### src/rtl/blake2_ctrl.sv
// blake2_ctrl: job sequencer in front of the blake2 hash core.
// Takes one config beat plus a key/message byte stream, cuts it into
// zero-padded BB-byte blocks for the core, then strips the core's lead
// result cycles and re-emits exactly nn digest bytes.
//
// Optional feature macro: BLAKE2_CTRL_KEY_EN
//   defined   : keyed hashing (KEY state, kk latched, ll includes key block)
//   undefined : unkeyed only; core_kk_o = 0, any cfg_kk_i != 0 is rejected
//
// Ports:
//   clk, reset            clock, asynchronous active-high reset
//   cfg_v_i/kk/nn/mlen    job config beat (sampled only when idle)
//   cfg_slow_i            core presents each result byte for 2 cycles
//   cfg_err_o             one-cycle pulse when a config is rejected
//   s_valid_i/ready/data  input byte stream (key bytes, then message)
//   core_*_o              block framing and byte strobe into the core
//   core_ready_v_i        core can take a byte this cycle
//   core_h_v_i/core_h_i   core result window and result byte
//   h_v_o/h_o/h_last_o    digest byte stream out
//   busy_o                a job is in progress
module blake2_ctrl #(
    parameter int W          = 64,
    parameter int BB         = W * 2,
    parameter int LEN_W      = 32,
    parameter int BB_CLOG2   = $clog2(BB),
    parameter int W_CLOG2_P1 = $clog2(W + 1)
) (
    input  logic                  clk,
    input  logic                  reset,
    input  logic                  cfg_v_i,
    input  logic [W_CLOG2_P1-1:0] cfg_kk_i,
    input  logic [W_CLOG2_P1-1:0] cfg_nn_i,
    input  logic [LEN_W-1:0]      cfg_mlen_i,
    input  logic                  cfg_slow_i,
    output logic                  cfg_err_o,
    input  logic                  s_valid_i,
    output logic                  s_ready_o,
    input  logic [7:0]            s_data_i,
    output logic                  core_nreset_o,
    output logic [W_CLOG2_P1-1:0] core_kk_o,
    output logic [W_CLOG2_P1-1:0] core_nn_o,
    output logic [BB-1:0]         core_ll_o,
    output logic                  core_slow_output_o,
    output logic                  core_block_first_o,
    output logic                  core_block_last_o,
    output logic                  core_data_v_o,
    output logic [BB_CLOG2-1:0]   core_data_idx_o,
    output logic [7:0]            core_data_o,
    input  logic                  core_ready_v_i,
    input  logic                  core_h_v_i,
    input  logic [7:0]            core_h_i,
    output logic                  h_v_o,
    output logic [7:0]            h_o,
    output logic                  h_last_o,
    output logic                  busy_o
);

    localparam logic [2:0] ST_IDLE = 3'd0;
`ifdef BLAKE2_CTRL_KEY_EN
    localparam logic [2:0] ST_KEY  = 3'd1;
`endif
    localparam logic [2:0] ST_MSG  = 3'd2;
    localparam logic [2:0] ST_WAIT = 3'd3;
    localparam logic [2:0] ST_LEAD = 3'd4;
    localparam logic [2:0] ST_OUT  = 3'd5;

    localparam logic [BB_CLOG2-1:0] IDX_LAST = BB_CLOG2'(BB - 1);
    localparam logic [LEN_W-1:0]    BB_LEN   = LEN_W'(BB);
`ifdef BLAKE2_CTRL_KEY_EN
    localparam logic [BB-1:0]       LL_KEY   = BB'(BB);
`endif

    logic [2:0]            state_q;
    logic [1:0]            nrst_q;
`ifdef BLAKE2_CTRL_KEY_EN
    logic [W_CLOG2_P1-1:0] kk_q;
`endif
    logic [W_CLOG2_P1-1:0] nn_q;
    logic [W_CLOG2_P1-1:0] ocnt_q;
    logic [BB-1:0]         ll_q;
    logic [LEN_W-1:0]      rem_q;
    logic [LEN_W-1:0]      rem_nxt;
    logic [BB_CLOG2-1:0]   idx_q;
    logic                  slow_q;
    logic                  first_q;
    logic                  last_q;
    logic                  phase_q;
    logic                  busy_q;
    logic                  err_q;
    logic                  hv_q;
    logic                  hlast_q;
    logic [7:0]            h_q;

    logic feeding;
    logic stream_src;
    logic xfer;
    logic cfg_bad;

    always_comb begin
        cfg_bad = (cfg_nn_i == '0) || (int'(cfg_nn_i) > W);
`ifdef BLAKE2_CTRL_KEY_EN
        cfg_bad = cfg_bad || (int'(cfg_kk_i) > W);
`else
        cfg_bad = cfg_bad || (cfg_kk_i != '0);
`endif
    end

    // Stream bytes feed the block while real data remains;
    // the rest of the block is zero padding that never touches the stream.
    always_comb begin
        stream_src = 1'b0;
        if (state_q == ST_MSG) begin
            stream_src = (rem_q != '0);
        end
`ifdef BLAKE2_CTRL_KEY_EN
        else if (state_q == ST_KEY) begin
            stream_src = (int'(idx_q) < int'(kk_q));
        end
`endif
    end

`ifdef BLAKE2_CTRL_KEY_EN
    assign feeding = (state_q == ST_KEY) || (state_q == ST_MSG);
`else
    assign feeding = (state_q == ST_MSG);
`endif

    assign xfer = feeding & core_ready_v_i & (~stream_src | s_valid_i);
    assign rem_nxt = ((state_q == ST_MSG) && stream_src) ? rem_q - 1'b1
                                                        : rem_q;

    assign s_ready_o     = feeding & core_ready_v_i & stream_src;
    assign core_data_v_o = xfer;
    assign core_data_o   = stream_src ? s_data_i : 8'h00;

    // Core reset is released two clocks after our own reset drops.
    always_ff @(posedge clk or posedge reset) begin
        if (reset) begin
            nrst_q <= 2'b00;
        end else begin
            nrst_q <= {nrst_q[0], 1'b1};
        end
    end

    always_ff @(posedge clk or posedge reset) begin
        if (reset) begin
            state_q <= ST_IDLE;
`ifdef BLAKE2_CTRL_KEY_EN
            kk_q    <= '0;
`endif
            nn_q    <= '0;
            ocnt_q  <= '0;
            ll_q    <= '0;
            rem_q   <= '0;
            idx_q   <= '0;
            slow_q  <= 1'b0;
            first_q <= 1'b0;
            last_q  <= 1'b0;
            phase_q <= 1'b0;
            busy_q  <= 1'b0;
            err_q   <= 1'b0;
            hv_q    <= 1'b0;
            hlast_q <= 1'b0;
            h_q     <= 8'h00;
        end else begin
            err_q   <= 1'b0;
            hv_q    <= 1'b0;
            hlast_q <= 1'b0;
            unique case (state_q)
                ST_IDLE: begin
                    if (cfg_v_i) begin
                        if (cfg_bad) begin
                            err_q <= 1'b1;
                        end else begin
                            nn_q    <= cfg_nn_i;
                            slow_q  <= cfg_slow_i;
                            rem_q   <= cfg_mlen_i;
                            idx_q   <= '0;
                            ocnt_q  <= '0;
                            phase_q <= 1'b0;
                            first_q <= 1'b1;
                            busy_q  <= 1'b1;
`ifdef BLAKE2_CTRL_KEY_EN
                            kk_q    <= cfg_kk_i;
                            if (cfg_kk_i != '0) begin
                                state_q <= ST_KEY;
                                last_q  <= (cfg_mlen_i == '0);
                                ll_q    <= BB'(cfg_mlen_i) + LL_KEY;
                            end else
`endif
                            begin
                                // mlen==0 still sends one all-zero block
                                state_q <= ST_MSG;
                                last_q  <= (cfg_mlen_i <= BB_LEN);
                                ll_q    <= BB'(cfg_mlen_i);
                            end
                        end
                    end
                end
`ifdef BLAKE2_CTRL_KEY_EN
                ST_KEY,
`endif
                ST_MSG: begin
                    if (xfer) begin
                        idx_q <= idx_q + 1'b1;
                        rem_q <= rem_nxt;
                        if (idx_q == IDX_LAST) begin
                            first_q <= 1'b0;
                            if (last_q) begin
                                state_q <= ST_WAIT;
                            end else begin
                                state_q <= ST_MSG;
                                last_q  <= (rem_nxt <= BB_LEN);
                            end
                        end
                    end
                end
                ST_WAIT: begin
                    // First result cycle is always a lead cycle.
                    if (core_h_v_i) begin
                        state_q <= slow_q ? ST_LEAD : ST_OUT;
                        phase_q <= 1'b0;
                    end
                end
                ST_LEAD: begin
                    state_q <= ST_OUT;
                end
                ST_OUT: begin
                    // In slow mode only the first cycle of each pair counts.
                    phase_q <= slow_q & ~phase_q;
                    if (!phase_q) begin
                        hv_q   <= 1'b1;
                        h_q    <= core_h_i;
                        ocnt_q <= ocnt_q + 1'b1;
                        if (ocnt_q == nn_q - 1'b1) begin
                            hlast_q <= 1'b1;
                            busy_q  <= 1'b0;
                            state_q <= ST_IDLE;
                        end
                    end
                end
                default: begin
                    state_q <= ST_IDLE;
                end
            endcase
        end
    end

    assign cfg_err_o          = err_q;
    assign busy_o             = busy_q;
    assign core_nreset_o      = nrst_q[1];
`ifdef BLAKE2_CTRL_KEY_EN
    assign core_kk_o          = kk_q;
`else
    assign core_kk_o          = '0;
`endif
    assign core_nn_o          = nn_q;
    assign core_ll_o          = ll_q;
    assign core_slow_output_o = slow_q;
    assign core_block_first_o = first_q;
    assign core_block_last_o  = last_q;
    assign core_data_idx_o    = idx_q;
    assign h_v_o              = hv_q;
    assign h_o                = h_q;
    assign h_last_o           = hlast_q;

endmodule

### config.mk
export PLATFORM = sky130hd
export DESIGN_NAME = blake2_ctrl
export DESIGN_NICKNAME = d
export VERILOG_FILES = /design/src/rtl/blake2_ctrl.sv
export SDC_FILE = /design/constraint.sdc
export NUM_CORES = 1
export LEC_CHECK = 0
export ABC_AREA = 1
export CAP_MARGIN = 20
export CORE_MARGIN = 4
export CORE_UTILIZATION = 42
export DETAILED_ROUTE_END_ITERATION = 6
export GPL_TIMING_DRIVEN = 0
export PLACE_DENSITY = 0.88
export SLEW_MARGIN = 20
export SYNTH_ARGS = -nofsm -noshare
export SYNTH_HDL_FRONTEND = slang
export SYNTH_SLANG_ARGS = --single-unit
### constraint.sdc
create_clock -name clk -period 3.1 [get_ports clk]
set_input_delay 0.465 -clock clk [delete_from_list [all_inputs] [get_ports clk]]
set_output_delay 0.465 -clock clk [all_outputs]
set_load 0.1 [all_outputs]
[Word-level counts from Yosys, hierarchy flattened]
Index checks and enable logic that the tools add are counted.
Widths: inputs -> output; s select.
Storage, ports and cells
  flip-flop bits (word level): 106
  bits of input ports: 69
Operators by class
  add/sub/neg operators: 4
  $lt $le $gt $ge: 3
  equal/unequal tests: 13
  multiplexer cells: 49
  bitwise logic cells: 8
  reduce and logical (&&, ||, !) cells: 18
Operators by type and width (count)
  $mux 32: 4
  $le 32x8->1 const B: 2
  $pmux 32 s2: 1
  $reduce_bool 32->1: 1
  $sub 32x1->32 const B: 1
  $mux 7: 4
  $pmux 7 s2: 2
  $mux 1: 25
  $mux 3: 7
  $pmux 3 s5: 1
  $add 7x1->7 const B: 2
  $ne 2x2->1 const B: 6
  $reduce_and 4->1: 3
  $reduce_and 5->1: 2
  $mux 8: 1
  $eq 7x7->1: 1
  $eq 7x7->1 const B: 1
  $gt 7x7->1 const B: 1
  $logic_not 7->1: 1
  $reduce_and 7->1: 1
  $reduce_bool 7->1: 1
  $sub 7x1->7 const B: 1
  $eq 3x2->1 const B: 2
  $eq 3x3->1 const B: 2
  other kinds (13): 22

[Longest topological paths before layout]
  depth in word-level cells: 9
  depth in mapped cells: 18

[Worst setup path before layout]
OpenSTA, ideal clock, no wires.
  kind: reg2out
  start point: reg rem_q[0]
  end point: out core_data_o[0]
  arrival: 2471 ps
  required time: 2635 ps
  slack: 164 ps
  stages on the path, launching flop included: 10
  cell sequence: dfrtp_1 inv_1 ha_1 nand2_1 nor2_1 nand2_2 o21ai_2 buf_4 buf_2 nor2_1
On the way
  word-level cells in the longest chain between the ends: 3
Ends and longest elaborated chain
  start, declared: line 81  | logic [LEN_W-1:0] rem_q;
  start signal, assigned: line 177  | rem_q <= cfg_mlen_i;
  start signal, assigned: line 206  | rem_q <= rem_nxt;
  $reduce_bool 32->1: line 113  | stream_src = (rem_q != '0);
  $mux 1: line 112  | if (state_q == ST_MSG) begin
  $mux 8: line 134  | assign core_data_o = stream_src ? s_data_i : 8'h00;
  end, declared: line 48  | output logic [7:0] core_data_o,
No other way between the ends.

[Worst setup path after layout]
  start point: reg rem_q[0]
  end point: out core_data_o[4]
Same word-level chain as after synthesis.

==> results.cfg <==
[final_layout]
drive_gt1_share_pct = 14.4
stdcell_count = 1449
final_nets = 1302
area_growth_pct = 34.1
finish.instance_area_um2 = 9310
antenna_cells = 0

[yosys]
ys_warn_count = 0
synth_seq_cells = 106
synthFlopType = dfrtp_1
synth_top_area_cell = dfrtp_1
synthArstFlopShare_pct = 100
synth_common_cells = nand2_1 (266), dfrtp_1 (106), nor2_1 (106)
synth-edff-count = 0
synth_area_um2 = 6940
synth_most_common_cell = nand2_1
synthCells = 972
synth_seq_area_share_pct = 38.2
synth.distinct_cells = 36
synth_top_area_share_pct = 38.2
syn_area_per_cell_um2 = 7.14
synth.area.top_cells = dfrtp_1 (38%), nand2_1 (14%), buf_4 (11%), o21ai_0 (6.5%), nor2_1 (5.7%)

[setup_path]
worstPathMaxFanout = 10
arrival_ns = 2.48
crit_type = reg -> out
endpoint_kind = output port
max_stage_delay_ns = 0.42
cpMaxStageDelayCell = dfrtp_1
critPathTopFamily = buffers and inverters
crit_buf_inv = 4
path_cells = inv_1 > ha_1 > nand2_1 > nor2_1 > nand2_2 > o21ai_2 > buf_4 > buf_2 > nor2_1 > buf_2
r2r_slack_ns = 0.52
startpoint_type = flop
worstPathRequired_ns = 2.63

[sta]
fin_crit_ns = 2.95
fmax_mhz = 339
hold_violations = 0
finalSetupViolations = 0
rsz0062_at_grt = no
worst_pin_slew_ns = 1.04
finalClockSkew_ns = 0.0104
period_share_pct = 95.1
relSlewSlack_pct = 30.5
slew_viol_final = 0

[clock_network]
clockBufferDepth = 2
clkSinkCount = 106
tritoncts = done
post-cts-setup-buffers = 0
numCtsBuffers = 9
htree_levels = 3
insertion_delay_ns = 0.36
clk_pin_slew_ns = 0.07
hold_buffers = 0
clockRootBuffer = clkbuf_16

[pwr]
power_density_nw_per_um2 = 792
p_sw_mw = 3.97
vdd_drop_max_mv = 0.522
p_sw_share_pct = 53.8
p_clk_share_pct = 15.6
power_frac_comb_pct = 55.6
p_leak_nw = 4.66
internal-power_mw = 3.41
p_seq_share_pct = 28.9

[drt]
dr_total_vias = 6954
wl_um = 21800
drc = 0
dr.pass1.iters = 5
drtIter0Drc = 656
post_drt_wl_per_cell_um = 15.1
vias_per_cell = 4.80
ant_nets = 0

[grt]
grt_pass1_wl_um = 33000
first_global_vias = 6421
grt_use_total_pct = 22.5
grt_max_degree = 33
overflow = 0
antenna_found_initial = 0

[placed_design]
gp_congestion = 0.974
place_area_um2 = 9060
hpwl_um = 17000
io_buffers = 140
dp.cells = 1433

[floorplan]
die_h_um = 137
coreArea_um2 = 16100
die_w_um = 137
start_util_pct = 43.2
io_pins = 244
placementRows = 46
dieArea_um2 = 18700

[outcome]
outcome = completed

[job]
maxCapViolations = 0

[min_path]
hp-class = reg -> reg
## kinds of logic (layout without fill, tap and decap cells)
logic type,count (synthesis),count (layout),share of synthesized area (%)
other cells,2,104,0.108
compound gates,146,146,11.2
flops,106,106,38.2
xor+xnor,24,24,3.03
fa+ha+maj,5,5,0.901
buf+inv,230,389,18.8
simple gates,459,459,27.7
## path summary, 6_finish.rpt
check,startpoint,to,cells past startpoint
worst min register to register,nrst_q[0]$_DFF_PP0_,nrst_q[1]$_DFF_PP0_,0
worst max register to register,rem_q[0]$_DFFE_PP0P_,core_block_last_o$_DFFE_PP0P_,16
worst min-delay path,nrst_q[0]$_DFF_PP0_,nrst_q[1]$_DFF_PP0_,0
worst max-delay path,rem_q[0]$_DFFE_PP0P_,core_data_o[4],10
min in group asynchronous,reset,nrst_q[0]$_DFF_PP0_,2
max in group asynchronous,reset,phase_q$_DFFE_PP0P_,4
## routing by layer
metal / share of wire (%) / track usage, % / vias up
met3: 8.8 / 4.52 / 21
met5: 0 / 0 / -
li1: - / - / 3373
met2: 49 / 37.2 / 345
met1: 41 / 30.3 / 3215
met4: 1.1 / 5.94 / 0
## power by group through the flow
stage | combinational (mW) | clock, mW | sequential [mW]
after global placement | 3.99 | 0 | 2.12
after CTS | 4.06 | 1.16 | 2.11
final | 4.10 | 1.15 | 2.13
after detailed placement | 4.06 | 0 | 2.13
after global routing | 4.39 | 1.23 | 2.17
after floorplan | 2.48 | 0 | 2.76
## layout by cell type (no fill, tap or decap), types with 12 or more instances in the layout
cell type and instances:
nand2_1 266, buf_2 18, nand4_1 12, o21ai_0 90, clkdlybuf4s50_1 130, nor2_1 106
buf_4 105, dfrtp_1 106, nor3_1 14, xor2_1 20, a21oi_1 29, clkbuf_1 13
conb_1 104, nand3_1 27, inv_1 92
## flip-flops by register name (all words and copies together), names as in the netlist
| register | count |
|---|---|
| core_ll_o | 32 |
| phase_q | 1 |
| state_q | 3 |
| core_nn_o | 7 |
| rem_q | 32 |
| busy_o | 1 |
| h_o | 8 |
| nrst_q | 2 |
| cfg_err_o | 1 |
| core_slow_output_o | 1 |
| core_block_first_o | 1 |
| h_v_o | 1 |
| h_last_o | 1 |
| core_block_last_o | 1 |
| core_data_idx_o | 7 |
| ocnt_q | 7 |
## metrics by stage
stage          utilization, %  setup slack (ns)  total power [mW]  TNS [ns]  hold slack [ns]
4_1_cts                  58.3          -0.00834              7.34  -0.00834            0.352
6_report                 58.0             0.152              7.38         0            0.350
3_5_place_dp             56.4            -0.125              6.19    -0.886            0.336
2_1_floorplan               -             0.164              5.24         0            0.331
3_3_place_gp             56.1            -0.121              6.11    -0.793            0.332
5_1_grt                  58.0            0.0326              7.79         0            0.364
## area by class of cell
class	count	area, um2
Multi-Input combinational cell	738	3370
Fill cell	1431	6750
Clock buffer	12	256
Timing Repair Buffer	143	1420
Inverter	98	372
Sequential cell	106	2650
Buffer	132	938
Clock inverter	4	33.8
Tap cell	216	270
## worst reg2reg max path: stages (launching register included)
cell     delay [ns]
dfrtp_1        0.42
inv_1          0.16
ha_1           0.30
nand2_1        0.16
nor2_2         0.20
nand2_1        0.15
nor2_2         0.19
nand2_1        0.06
o21ai_0        0.16
nand2_1        0.09
nor2_1         0.11
nand3_1        0.11
nor2_1         0.10
nand2_1        0.08
nand2_1        0.07
nand2_1        0.06
a21oi_2        0.10
## timing repair
item                                    CTS  global route
resized for setup                        30            18
cloned                                    0             0
endpoints found under the setup margin   10             9
Note: power is estimated with default switching activity, not from simulation.
